### config.mk
export PLATFORM = sky130hd
export DESIGN_NAME = slice_serial_alu
export DESIGN_NICKNAME = d
export VERILOG_FILES = /design/src/rtl/alu_pkg.sv /design/src/rtl/alu_slice.sv /design/src/rtl/slice_serial_alu.sv
export SDC_FILE = /design/constraint.sdc
export NUM_CORES = 1
export LEC_CHECK = 0
export ABC_AREA = 1
export CORE_ASPECT_RATIO = 2
export CORE_MARGIN = 2
export CORE_UTILIZATION = 53
export CTS_BUF_LIST = sky130_fd_sc_hd__clkbuf_16
export DETAILED_ROUTE_END_ITERATION = 8
export HOLD_SLACK_MARGIN = 0.05
export MAX_ROUTING_LAYER = met4
export PLACE_DENSITY = 0.8
export SYNTH_ARGS = -nofsm -noshare
export SYNTH_HDL_FRONTEND = slang
export SYNTH_SLANG_ARGS = --single-unit
### constraint.sdc
create_clock -name clk -period 5.2 [get_ports clk]
set_clock_uncertainty 0.2 [all_clocks]
set_input_delay 1.04 -clock clk [delete_from_list [all_inputs] [get_ports clk]]
set_output_delay 1.04 -clock clk [all_outputs]
set_load 0.05 [all_outputs]
### src/rtl/alu_pkg.sv
// Shared opcode constants and FSM state type for the slice-serial ALU.
package alu_pkg;

   localparam logic [1:0] FN_AND = 2'b00;
   localparam logic [1:0] FN_OR  = 2'b01;
   localparam logic [1:0] FN_ADD = 2'b10;
   localparam logic [1:0] FN_SLT = 2'b11;

   localparam int unsigned OP_AINV = 3;
   localparam int unsigned OP_BINV = 2;

   typedef enum logic [1:0] {
      IDLE = 2'd0,
      RUN  = 2'd1,
      DONE = 2'd2
   } alu_state_t;

endpackage

### src/rtl/alu_slice.sv
// Combinational SLICE-bit AND/OR/ADD slice with operand inversion.
module alu_slice
   import alu_pkg::*;
#(
   parameter int unsigned SLICE = 8
) (
   input  logic [SLICE-1:0] a,
   input  logic [SLICE-1:0] b,
   input  logic             ainv,
   input  logic             binv,
   input  logic [1:0]       fn,
   input  logic             cin,
   output logic [SLICE-1:0] result,
   output logic             cout,
   output logic             c_msb,
   output logic             sum_msb
);

   logic [SLICE-1:0] a_eff;
   logic [SLICE-1:0] b_eff;
   logic [SLICE:0]   sum;

   // Effective operands, ripple sum and per-function result select.
   always_comb begin
      a_eff   = ainv ? ~a : a;
      b_eff   = binv ? ~b : b;
      sum     = {1'b0, a_eff} + {1'b0, b_eff} + (SLICE+1)'(cin);
      cout    = sum[SLICE];
      sum_msb = sum[SLICE-1];
      // Carry into the top bit recovered from the sum and operand bits.
      c_msb   = sum[SLICE-1] ^ a_eff[SLICE-1] ^ b_eff[SLICE-1];
      result  = sum[SLICE-1:0];
      case (fn)
         FN_AND:  result = a_eff & b_eff;
         FN_OR:   result = a_eff | b_eff;
         default: result = sum[SLICE-1:0];
      endcase
   end

endmodule

### src/rtl/slice_serial_alu.sv
// Multi-cycle ALU processing SLICE bits per clock, LSB slice first.
module slice_serial_alu
   import alu_pkg::*;
#(
   parameter int unsigned WIDTH = 32,
   parameter int unsigned SLICE = 8
) (
   input  logic             clk,
   input  logic             rst,
   input  logic             in_valid,
   output logic             in_ready,
   input  logic [WIDTH-1:0] a,
   input  logic [WIDTH-1:0] b,
   input  logic [3:0]       op,
   output logic             out_valid,
   input  logic             out_ready,
   output logic [WIDTH-1:0] result,
   output logic             cout,
   output logic             zero,
   output logic             overflow
);

   localparam int unsigned N     = (SLICE > 0) ? WIDTH / SLICE : 1;
   localparam int unsigned CNT_W = (N > 1) ? $clog2(N) : 1;

   if (SLICE < 1) begin : g_bad_slice
      $error("slice_serial_alu: SLICE must be at least 1");
   end else if (WIDTH % SLICE != 0) begin : g_bad_width
      $error("slice_serial_alu: WIDTH must be a multiple of SLICE");
   end

   alu_state_t       state, state_nxt;
   logic             accept, step, last;
   logic [CNT_W-1:0] cnt;
   logic             carry_q;
   logic             zero_q;
   logic [3:0]       op_q;
   logic [WIDTH-1:0] a_sh, b_sh, res_sh;

   logic [SLICE-1:0] s_res;
   logic             s_cout, s_cmsb, s_sum_msb;
   logic [WIDTH-1:0] res_full;
   logic             ovf, set, arith, is_slt, zero_nxt;

   alu_slice #(.SLICE(SLICE)) u_slice (
      .a       (a_sh[SLICE-1:0]),
      .b       (b_sh[SLICE-1:0]),
      .ainv    (op_q[OP_AINV]),
      .binv    (op_q[OP_BINV]),
      .fn      (op_q[1:0]),
      .cin     (carry_q),
      .result  (s_res),
      .cout    (s_cout),
      .c_msb   (s_cmsb),
      .sum_msb (s_sum_msb)
   );

   // State register.
   always_ff @(posedge clk or posedge rst) begin
      if (rst) state <= IDLE;
      else     state <= state_nxt;
   end

   // Next-state, handshake and datapath strobes.
   always_comb begin
      state_nxt = state;
      in_ready  = 1'b0;
      accept    = 1'b0;
      step      = 1'b0;
      last      = 1'b0;
      case (state)
         IDLE: begin
            in_ready = 1'b1;
            if (in_valid) begin
               accept    = 1'b1;
               state_nxt = RUN;
            end
         end
         RUN: begin
            step = 1'b1;
            if (cnt == CNT_W'(N - 1)) begin
               last      = 1'b1;
               state_nxt = DONE;
            end
         end
         DONE: begin
            if (out_ready) begin
               in_ready = 1'b1;
               if (in_valid) begin
                  accept    = 1'b1;
                  state_nxt = RUN;
               end else begin
                  state_nxt = IDLE;
               end
            end
         end
         default: state_nxt = IDLE;
      endcase
   end

   assign out_valid = (state == DONE);

   // Per-slice combining: shift result in from the top, derive final flags.
   always_comb begin
      res_full = WIDTH'({s_res, res_sh} >> SLICE);
      ovf      = s_cmsb ^ s_cout;
      set      = s_sum_msb ^ ovf;
      arith    = op_q[1];
      is_slt   = (op_q[1:0] == FN_SLT);
      zero_nxt = zero_q & ~(|s_res);
   end

   // Operand/accumulator shifting and result/flag capture on DONE entry.
   always_ff @(posedge clk or posedge rst) begin
      if (rst) begin
         cnt      <= '0;
         carry_q  <= 1'b0;
         zero_q   <= 1'b0;
         op_q     <= '0;
         a_sh     <= '0;
         b_sh     <= '0;
         res_sh   <= '0;
         result   <= '0;
         cout     <= 1'b0;
         zero     <= 1'b0;
         overflow <= 1'b0;
      end else if (accept) begin
         a_sh    <= a;
         b_sh    <= b;
         op_q    <= op;
         cnt     <= '0;
         carry_q <= op[OP_BINV];
         zero_q  <= 1'b1;
      end else if (step) begin
         a_sh    <= a_sh >> SLICE;
         b_sh    <= b_sh >> SLICE;
         res_sh  <= res_full;
         carry_q <= s_cout;
         zero_q  <= zero_nxt;
         cnt     <= cnt + CNT_W'(1);
         if (last) begin
            result   <= is_slt ? WIDTH'(set) : res_full;
            cout     <= arith & s_cout;
            overflow <= arith & ovf;
            zero     <= is_slt ? ~set : zero_nxt;
         end
      end
   end

endmodule

# Word level (Yosys, flattened, before mapping)
# Index checks and enable logic that the tools add are counted.
# totals
reg_bits,141
inputBits,72
out_inout_bits,37
# op_classes
n_reduce_logical,7
mux,28
n_eq_ne,8
n_bitwise,14
add_sub_neg,3
# ops
operator,n
$mux 32,5
$mux 8,2
$not 8->8,2
$pmux 8 s2,1
$mux 1,12
$mux 2,5
$add 8x8->9,1
$add 9x1->9,1
$and 8x8->8,1
$or 8x8->8,1
$reduce_or 8->1,1
$eq 2x2->1 const B,3
$pmux 2 s3,1
$reduce_and 3->1,2
$eq 2x1->1 const B,2
$logic_not 2->1,2
$ne 2x2->1 const B,2
$pmux 1 s2,2
$xor 1x1->1,4
$and 1x1->1,3
$not 1->1,3
$add 2x1->2 const B,1
$ne 2x1->1 const B,1
$reduce_and 2->1,1
$reduce_bool 2->1,1

# Logic depth before layout (Yosys ltp)
# depth
word_depth,10
ltp_mapped,19
ltp_nobuf,18

# Cells and area by module
# From an unflattened synthesis, not the netlist that was laid out.
# unflattened
cells_unflattened,762
area_unflattened_um2,6307.3
# by_module_without_submodules
mod,instances,cells_each,area_each_um2
slice_serial_alu,1,619,5400.2
alu_slice,1,143,907.1

# Worst setup path before layout
# No wires, ideal clock.
# synth_path
path_kind,in2out
start,input out_ready
end,output in_ready
slack_ps,2368
arrival_ps,1592
cell_stages,2
cell_sequence,inv_1 > a21oi_2
# synth_between
elab_chain_len,2
# synth_rtl
element,line,rtl
start: declaration,slice_serial_alu.sv:16,"input logic out_ready,"
$mux 1,slice_serial_alu.sv:87,if (out_ready) begin
$pmux 1 s2,slice_serial_alu.sv:71,case (state)
end: declaration,slice_serial_alu.sv:11,"output logic in_ready,"
# Every way passes these cells.

# Final worst setup path
# Ends and elaborated chain as after synthesis.

==> flow_metrics.env <==
export IMPL_antenna_found_initial=0
export IMPL_rows=56
export IMPL_grt_pass1_vias=5248
export IMPL_path_common_cell="clkdlybuf4s50_1"
export IMPL_holdWs_ps=279.1
export IMPL_seq_area_frac_synth_pct=52.55
export IMPL_ios=109
export IMPL_finalMaxSlewViolations=0
export IMPL_async_flop_share_pct=100.0
export IMPL_syn_cell_area_sq_um=6334
export IMPL_wl_per_cell_microns=14.92
export IMPL_fp_dieW_microns=81.30
export IMPL_r2r_end="result[0]$_DFFE_PP0P_"
export IMPL_drv_cap=0
export IMPL_critPathKind="primary input to output port"
export IMPL_clk_pin_slew_ps=50
export IMPL_slew_limit_headroom_pct=30.19
export IMPL_min_period_ps=3795
export IMPL_synth_net_count=808
export IMPL_synth_edf_count=0
export IMPL_reg2reg_setup_slack_ps=1860
export IMPL_status="completed"
export IMPL_critical_path_cell_chain="clkdlybuf4s50_1 -> inv_1 -> a21oi_2 -> clkdlybuf4s50_1"
export IMPL_fin_nets=903
export IMPL_vias=5179
export IMPL_area_growth_pct=26.51
export IMPL_port_buffers=108
export IMPL_max_stage_delay_ps=830
export IMPL_synth_seq_cells=133
export IMPL_num_antenna_cells=0
export IMPL_critical_path_buf_inv_count=3
export IMPL_cts_tree="built"
export IMPL_cts_root_buffer="clkbuf_16"
export IMPL_drt_iter0_markers=220
export IMPL_synth_xor_area_share_pct=2.766
export IMPL_ant_nets=0
export IMPL_cp_max_fo=2
export IMPL_fin_crit_sh_pct=72.98
export IMPL_hold_viol_final=0
export IMPL_die_h_microns=158.6
export IMPL_firstDrtPassIters=4
export IMPL_hp_start="res_sh[28]$_DFFE_PP0P_"
export IMPL_required_ps=3960
export IMPL_grt_max_degree=106
export IMPL_clock_sinks=133
export IMPL_numCtsBuffers=17
export IMPL_start_util_pct=54.13
export IMPL_holdPathEnd="res_sh[20]$_DFFE_PP0P_"
export IMPL_routabilityCongestion=0.8741
export IMPL_post_route_cells_drive_above_1_share_pct=6.068
export IMPL_fin_tns_setup_ps=0
export IMPL_synth_top_family_by_area="simple AND/OR/NAND/NOR gates"
export IMPL_max_freq_mhz=263.5
export IMPL_clock_latency_ps=410
export IMPL_grt_use_total_pct=25.42
export IMPL_routed_wl_microns=14460
export IMPL_yosys_area_share_adder_pct=3.991
export IMPL_drc=0
export IMPL_worst_pin_slew_ps=1046
export IMPL_endpoint_kind="output port"
export IMPL_worstPathArrival_ps=2550
export IMPL_min_path_type="flop to flop"
export IMPL_cp_slowest_cell="clkdlybuf4s50_1"
export IMPL_synth_compound_area_share_pct=14.11
export IMPL_postSynthCellCount=717
export IMPL_worstReg2RegStart="op_q[3]$_DFFE_PP0P_"
export IMPL_cts_resized=0
export IMPL_viasPerCell=5.345
export IMPL_clockBufferDepth=2
export IMPL_grt_pass1_wl_microns=24450
export IMPL_reg2reg_depth=14
export IMPL_start_kind="primary input"
export IMPL_ys_warn_count=0
export IMPL_fin_util_pct=68.48
export IMPL_yosysUniqueCellTypes=36
export IMPL_avgSynthCellArea_sq_um=8.833
export IMPL_crit_family="buffers and inverters"
export IMPL_holdPathStages=2
export IMPL_grt_overflow_total=0
export IMPL_hold_buffers=0
export IMPL_synthSimpleGateAreaFrac_pct=16.38
export IMPL_dp_hpwl_microns=10220
export IMPL_core_area_sq_um=11700
export IMPL_htree_levels=4
export IMPL_die_area_sq_um=12890
export IMPL_cts_setup_buffers=0
export IMPL_synth_flop_cell="dfrtp_1"
export IMPL_setup_viol=0
export IMPL_synthMuxAreaShare_pct=0
export IMPL_rsz0062_at_grt="no"
-- state kept, by name, indices dropped and copies added (netlist names) --
signal    count
op_q          4
state         2
overflow      1
res_sh       24
zero_q        1
carry_q       1
b_sh         32
a_sh         32
result       32
zero          1
cnt           2
cout          1
-- worst max-delay path by stage --
| stage | start | slack, ps | end | cells after the start |
|---|---|---|---|---|
| floorplan | rst | 410 | a_sh[0]$_DFFE_PP0P_ | 1 |
| global placement | out_ready | 1430 | in_ready | 4 |
| detailed placement | out_ready | 1400 | in_ready | 4 |
| CTS | out_ready | 1400 | in_ready | 4 |
| global route | out_ready | 1340 | in_ready | 4 |
| finish | out_ready | 1410 | in_ready | 4 |
-- through the flow --
| step | cell area, sq um | setup WS [ps] | instances |
|---|---|---|---|
| 2_1_floorplan | 6334 | 405.6 | 717 |
| 3_5_place_dp | 7442 | 1398 | 938 |
| 4_1_cts | 8013 | 1403 | 969 |
| 3_3_place_gp | 7442 | 1433 | 938 |
| 6_report | 8013 | 1405 | 969 |
| 5_1_grt | 8013 | 1337 | 969 |
-- tightest hold or removal path: stages, from the launching register on --
cell and delay [ps]:
dfrtp_1 340, nand2_1 50, o21ai_0 60
-- final cells by class --
class,instances,area [sq um]
Fill cell,915,3689
Sequential cell,133,3328
Multi-Input combinational cell,426,2359
Timing Repair Buffer,112,1111
Inverter,122,462.9
Clock buffer,17,425.4
Tap cell,145,181.4
Clock inverter,14,145.1
-- cell usage after synthesis (2+ instances only) --
| master | count | share of area, % |
|---|---|---|
| a21oi_1 | 4 | 0.32 |
| buf_2 | 13 | 1.0 |
| buf_4 | 2 | 0.24 |
| buf_6 | 4 | 0.71 |
| clkbuf_1 | 16 | 0.95 |
| dfrtp_1 | 133 | 53 |
| fa_1 | 2 | 0.63 |
| ha_1 | 17 | 3.4 |
| inv_1 | 118 | 7.0 |
| inv_2 | 4 | 0.24 |
| nand2_1 | 183 | 11 |
| nand2_2 | 7 | 0.69 |
| nand3_1 | 37 | 2.9 |
| nand4_1 | 4 | 0.40 |
| nor2_1 | 12 | 0.71 |
| nor2_2 | 2 | 0.20 |
| o211ai_1 | 16 | 1.9 |
| o21ai_0 | 69 | 5.5 |
| o21ai_1 | 5 | 0.40 |
| o221ai_1 | 33 | 4.6 |
| o22ai_1 | 8 | 0.79 |
| xnor2_1 | 12 | 1.7 |
| xor2_1 | 3 | 0.41 |
-- cell usage in the layout, fill, tap and decap left out --
cell type / synthesis / layout
a21oi_1: 4 / 4
a21oi_2: 1 / 1
a22o_1: 1 / 1
a22oi_2: 1 / 1
a31oi_1: 1 / 1
buf_4: 2 / 4
bufinv_16: 0 / 3
clkbuf_16: 0 / 17
clkdlybuf4s50_1: 0 / 108
clkinv_1: 0 / 4
clkinv_2: 0 / 2
clkinvlp_4: 0 / 3
dfrtp_1: 133 / 133
fa_1: 2 / 2
ha_1: 17 / 17
inv_1: 118 / 119
inv_2: 4 / 4
inv_6: 0 / 1
nand2_1: 183 / 183
nand2_2: 7 / 7
nand3_1: 37 / 37
nand3b_1: 1 / 1
nand4_1: 4 / 4
nor2_1: 12 / 12
nor2_2: 2 / 2
nor2_4: 1 / 1
nor3_1: 1 / 1
o211ai_1: 16 / 16
o21ai_0: 69 / 69
o21ai_1: 5 / 5
o21bai_1: 1 / 1
o221ai_1: 33 / 33
o22ai_1: 8 / 8
or2_2: 1 / 1
or2_4: 1 / 1
xnor2_1: 12 / 12
xnor2_2: 1 / 1
xnor2_4: 1 / 1
xor2_1: 3 / 3
-- routing by layer --
layer | GRT usage [%] | vias to the layer above | part of all wire, %
li1 | - | 2511 | -
met1 | 27.35 | 2489 | 37
met2 | 43.79 | 145 | 55
met3 | 4.195 | 34 | 2.9
met4 | 13.56 | 0 | 4.3
met5 | - | - | 0
-- cell families after synthesis --
| group | after synthesis |
|---|---|
| and+or+nand+nor | 250 |
| buffers and inverters | 158 |
| AOI/OAI and AO/OA | 140 |
| DFF | 133 |
| adders and majority gates | 19 |
| xor gates and xnor gates | 17 |
Power is not shown: default switching activity piles up to over one toggle a cycle in this logic, so the estimate is an artifact.
==> patch 1 (same settings) <==
`SLICE` is set to 8 in 2 places; all go to 16.
--- a/src/rtl/alu_slice.sv
+++ b/src/rtl/alu_slice.sv
@@ -2,7 +2,7 @@
 module alu_slice
    import alu_pkg::*;
 #(
-   parameter int unsigned SLICE = 8
+   parameter int unsigned SLICE = 16
 ) (
    input  logic [SLICE-1:0] a,
    input  logic [SLICE-1:0] b,
--- a/src/rtl/slice_serial_alu.sv
+++ b/src/rtl/slice_serial_alu.sv
@@ -3,7 +3,7 @@
    import alu_pkg::*;
 #(
    parameter int unsigned WIDTH = 32,
-   parameter int unsigned SLICE = 8
+   parameter int unsigned SLICE = 16
 ) (
    input  logic             clk,
    input  logic             rst,
Formal check against the unedited RTL: not equivalent (a bounded check fails within 4 cycles, from zero or initial values and one cycle with rst high).
==> patch 1 against the unedited design <==
  * Setup slack better by 0.027 ns
  * Global-route usage up 0.79 points
  * Routed wire length up 17%
  * Synthesized area up 10%
  * Hold slack worse by 0.0068 ns
  * Sequential cell count down 9
  * Critical path depth unchanged
  * Cell area up 8.8%
  * Utilization down 1.0 points
Power is not shown: default switching activity piles up to over one toggle a cycle in this logic, so the estimate is an artifact.
==> patch 1: results (changes against the unedited design) <==
Worst-Skew Late Latency 0.43 ns (+0.02 ns); CTS clock-pin slew for the worst setup and hold paths 0.05 ns (about the same); Placeable Area 12920 um^2 (+10%); sequential area share after synthesis 0.4444 (-0.08104); Post-CTS Resized 0 (unchanged); GP Congestion 0.9372 (+7.2%); CP arrival 2.53 ns (-0.02 ns); worst setup margin 1.432 ns (+0.02681 ns); vias per cell 5.251 (-1.8%); Worst Reg-to-Reg Cells 17 (+3); synth cell count leaders nand2_1, inv_1, dfrtp_1; layout cells sized above 1 0.07411 (+0.01343); largest cells by area after synthesis dfrtp_1, nand2_1, inv_1, ha_1, nand3_1; Worst Tran Pin Value 1.047 ns (+0.001094 ns); total track usage 0.2622 (+0.007935); WL/cell 14.93 um (about the same); DR iter-0 viols 228 (+3.6%); largest net degree at the start of global routing 92 (-13%); terminus of the critical flop-to-flop path zero; post-synth cell types 39 (+8.3%); Syn. warnings 0 (unchanged); Root Driver clkbuf_16; status finished clean; first-pass GRT wire length 28810 um (+18%); Detailed Routing Iterations Pass 1 5 (+1); via count of the first global-routing pass 6145 (+17%); syn_nets 986 (+22%); top flop regs a_sh: 32 flops, b_sh: 32 flops, result: 32 flops; origin of the worst min-delay path result[16]; FF-to-FF setup slack 1.51 ns (-0.35 ns); HPWL Detailed 12450 um (+22%)
==> patch 1: cell types whose count changed in the layout (fill, tap and decap cells not counted), sizes merged, moves of 9 or more <==
cell    unedited run  this run
dfrtp            133       124
ha                17        32
inv              124       137
nand2            190       244
nand3             37        82
nor2              15        34
o211ai            16        34
o221ai            33         0
xnor2             14        30
==> patch 1: kinds of logic after synthesis <==
group                      share of synthesized area
xor gates and xnor gates                     0.04265
adders and majority gates                    0.06308
buffers and inverters                        0.09623
and+or+nand+nor                               0.2317
DFF                                           0.4444
AOI/OAI and AO/OA                             0.1219
==> patch 1: worst min path at each step <==
stage / to / slack, ns / cells after the start
after floorplan: res_sh[16] / 0.25 / 2
after global placement: result[9] / 0.26 / 2
after detailed placement: result[16] / 0.27 / 2
after CTS: result[16] / 0.28 / 2
after global routing: result[2] / 0.29 / 2
final: result[16] / 0.27 / 2
==> patch 1: metrics by stage <==
step	instances	cell area (um^2)
3_3_place_gp	1105	8130
3_5_place_dp	1105	8130
6_report	1137	8715
5_1_grt	1137	8715
2_1_floorplan	880	6982
4_1_cts	1137	8715
==> patch 1: final cells by class <==
type	count	area (um^2)
fillers	1058	4204
multi-input cells	582	3207
flip-flops and latches	124	3103
repair buffers	111	1116
inverters	136	514.2
clock buffers	17	425.4
well taps	152	190.2
clock inverters	15	158.9
==> patch 1: worst min-delay path, delay by kind of cell (launching register included) <==
family,cells,cell delay [ns]
DFF,1,0.33
and+or+nand+nor,2,0.10
==> patch 1: per-layer routing <==
metal,part of all wire,wire length [um],vias to the layer above,global-route usage
met5,0,0,-,-
met4,0.040,686,0,0.1394
met3,0.032,543,44,0.03628
met2,0.55,9407,157,0.4620
met1,0.37,6336,2787,0.2767
li1,-,-,2982,-
==> patch 2 (config.mk and constraints unchanged) <==
Without the edit above. Re-encode `alu_state_t` (3 states) as one-hot, 3 bits wide.
--- a/src/rtl/alu_pkg.sv
+++ b/src/rtl/alu_pkg.sv
@@ -9,10 +9,10 @@
    localparam int unsigned OP_AINV = 3;
    localparam int unsigned OP_BINV = 2;
 
-   typedef enum logic [1:0] {
-      IDLE = 2'd0,
-      RUN  = 2'd1,
-      DONE = 2'd2
+   typedef enum logic [2:0] {
+      IDLE = 3'b001,
+      RUN  = 3'b010,
+      DONE = 3'b100
    } alu_state_t;
 
 endpackage
Function: same outputs for any inputs over 4 cycles, from zero or initial values and one cycle with rst high; so few cycles prove little.
==> patch 2 against the unedited design <==
  * Die area grew 0.17%
  * Synthesized area grew 0.18%
  * Setup slack lost 0.0081 ns
  * Sequential cell count grew 1
  * Cell area grew 0.95%
  * Routed wire length grew 5.6%
  * Synthesized cell count shrank 2.6%
  * Register-to-register slack gained 0.14 ns
  * Count of clock-buffer cells in the layout is the same
  * Hold slack lost 0.0014 ns
==> patch 2: results (changes against the unedited design) <==
Lkg Pwr 3.870 nW; H-tree depth 4 (unchanged); CP max-delay cell clkdlybuf4s50_1; Syn. warnings 0 (unchanged); top flop regs a_sh: 32 flops, b_sh: 32 flops, result: 32 flops; sequential area share after synthesis 0.5287 (+0.003209); HPWL Detailed 10570 um (+3.4%); final wirelength 15260 um (+5.6%); Detailed Routing Iterations Pass 1 7 (+3); status finished clean; first-pass GRT wire length 25120 um (+2.7%); Diodes inserted 0 (unchanged); port bufs 108 (unchanged); synth cell count leaders nand2_1, dfrtp_1, inv_1; DP Worst Slack 1.385 ns (-0.01295 ns); met3 wire length 588 um (+43%); largest cells by area after synthesis dfrtp_1, nand2_1, a22oi_1, inv_1, o21ai_0; largest net degree at the start of global routing 82 (-23%); GP Congestion 0.9155 (+4.7%); nets@finish 890 (-1.4%); Post-CTS Setup Repair Bufs 0 (unchanged); Synth Instances 698 (-2.6%); Post-CTS Resized 0 (unchanged); worst setup margin 1.397 ns (-0.008140 ns); Worst Tran Pin Value 0.8157 ns (-0.2299 ns); Post-Place Cells 925 (-1.4%); M1 WL 5508 um (+1.7%); DR iter-0 viols 331 (+50%); layout cells sized above 1 0.09236 (+0.03168); Global Route met2 Usage 0.4400 (+0.002076); Min Hold Slack 0.2777 ns (-0.001386 ns); worst vdd ir 0.3956 mV; met1 Track Usage GR 0.2733 (about the same); post-synthesis async set-or-reset flop share 1.000 (unchanged); post-synth cell types 34 (-5.6%); FF-to-FF setup slack 2.00 ns (+0.14 ns); syn_nets 789 (-2.4%); Root Driver clkbuf_16; post-route insts no fill 957 (-1.2%); DP Area 7485 um^2 (+0.57%); CP peak stage delay 0.83 ns (about the same); via count 5271 (+1.8%); clk pwr 1.22 mW; CP delay by family, top buffers and inverters; total track usage 0.2603 (+0.006079); CP arrival 2.56 ns (about the same); Hold WC Path Type reg -> reg; CTS Buf Count 17 (unchanged); CTS clock-pin slew for the worst setup and hold paths 0.05 ns (about the same); met2 WL 8428 um (+5.3%); worst-path fanout max 2 (unchanged); via count of the first global-routing pass 5394 (+2.8%); GRT met3 Usage 0.05284 (+0.01089); top routing layer in use met4; internal power 3.213 mW
patch 2: cell types whose count changed after synthesis, moves of 6 or more:
| cell | unedited run | this run |
|---|---|---|
| o21ai_1 | 5 | 21 |
| o221ai_1 | 33 | 2 |
| inv_1 | 118 | 86 |
| clkbuf_1 | 16 | 7 |
| nand2_1 | 183 | 191 |
| o211ai_1 | 16 | 2 |
| a22o_1 | 1 | 7 |
| a22oi_1 | 0 | 49 |
| nand3_1 | 37 | 23 |
| o21ai_2 | 0 | 20 |
| o21ai_0 | 69 | 49 |
patch 2: final timing paths:
check / start / to / depth (start not counted)
min in group asynchronous: rst / state[2] / 2
worst max-delay path: out_ready / in_ready / 4
worst min register to register: res_sh[27] / res_sh[19] / 2
max in group asynchronous: rst / res_sh[12] / 3
worst max register to register: op_q[3] / zero_q / 13
worst min-delay path: res_sh[27] / res_sh[19] / 2
patch 2: worst min-delay path, cell delays in order (launching register included):
cell     delay (ns)
dfrtp_1        0.34
nand2_1        0.05
o21ai_0        0.06
patch 2: logic make-up (layout without fill, tap and decap cells):
| group | after synthesis | after routing | synth area share |
|---|---|---|---|
| adders and majority gates | 19 | 19 | 0.03983 |
| DFF | 134 | 134 | 0.5287 |
| buffers and inverters | 122 | 236 | 0.08046 |
| xor gates and xnor gates | 17 | 17 | 0.02583 |
| and+or+nand+nor | 246 | 246 | 0.1603 |
| AOI/OAI and AO/OA | 160 | 160 | 0.1649 |
patch 2: cell type report:
type                       count  area [um^2]
fill                         866         3612
inverter                      90        342.8
multi-input combinational    442         2480
clock inverter                15        178.9
timing repair buffer         114         1126
tap                          145        181.4
sequential                   134         3354
clock buffer                  17        425.4
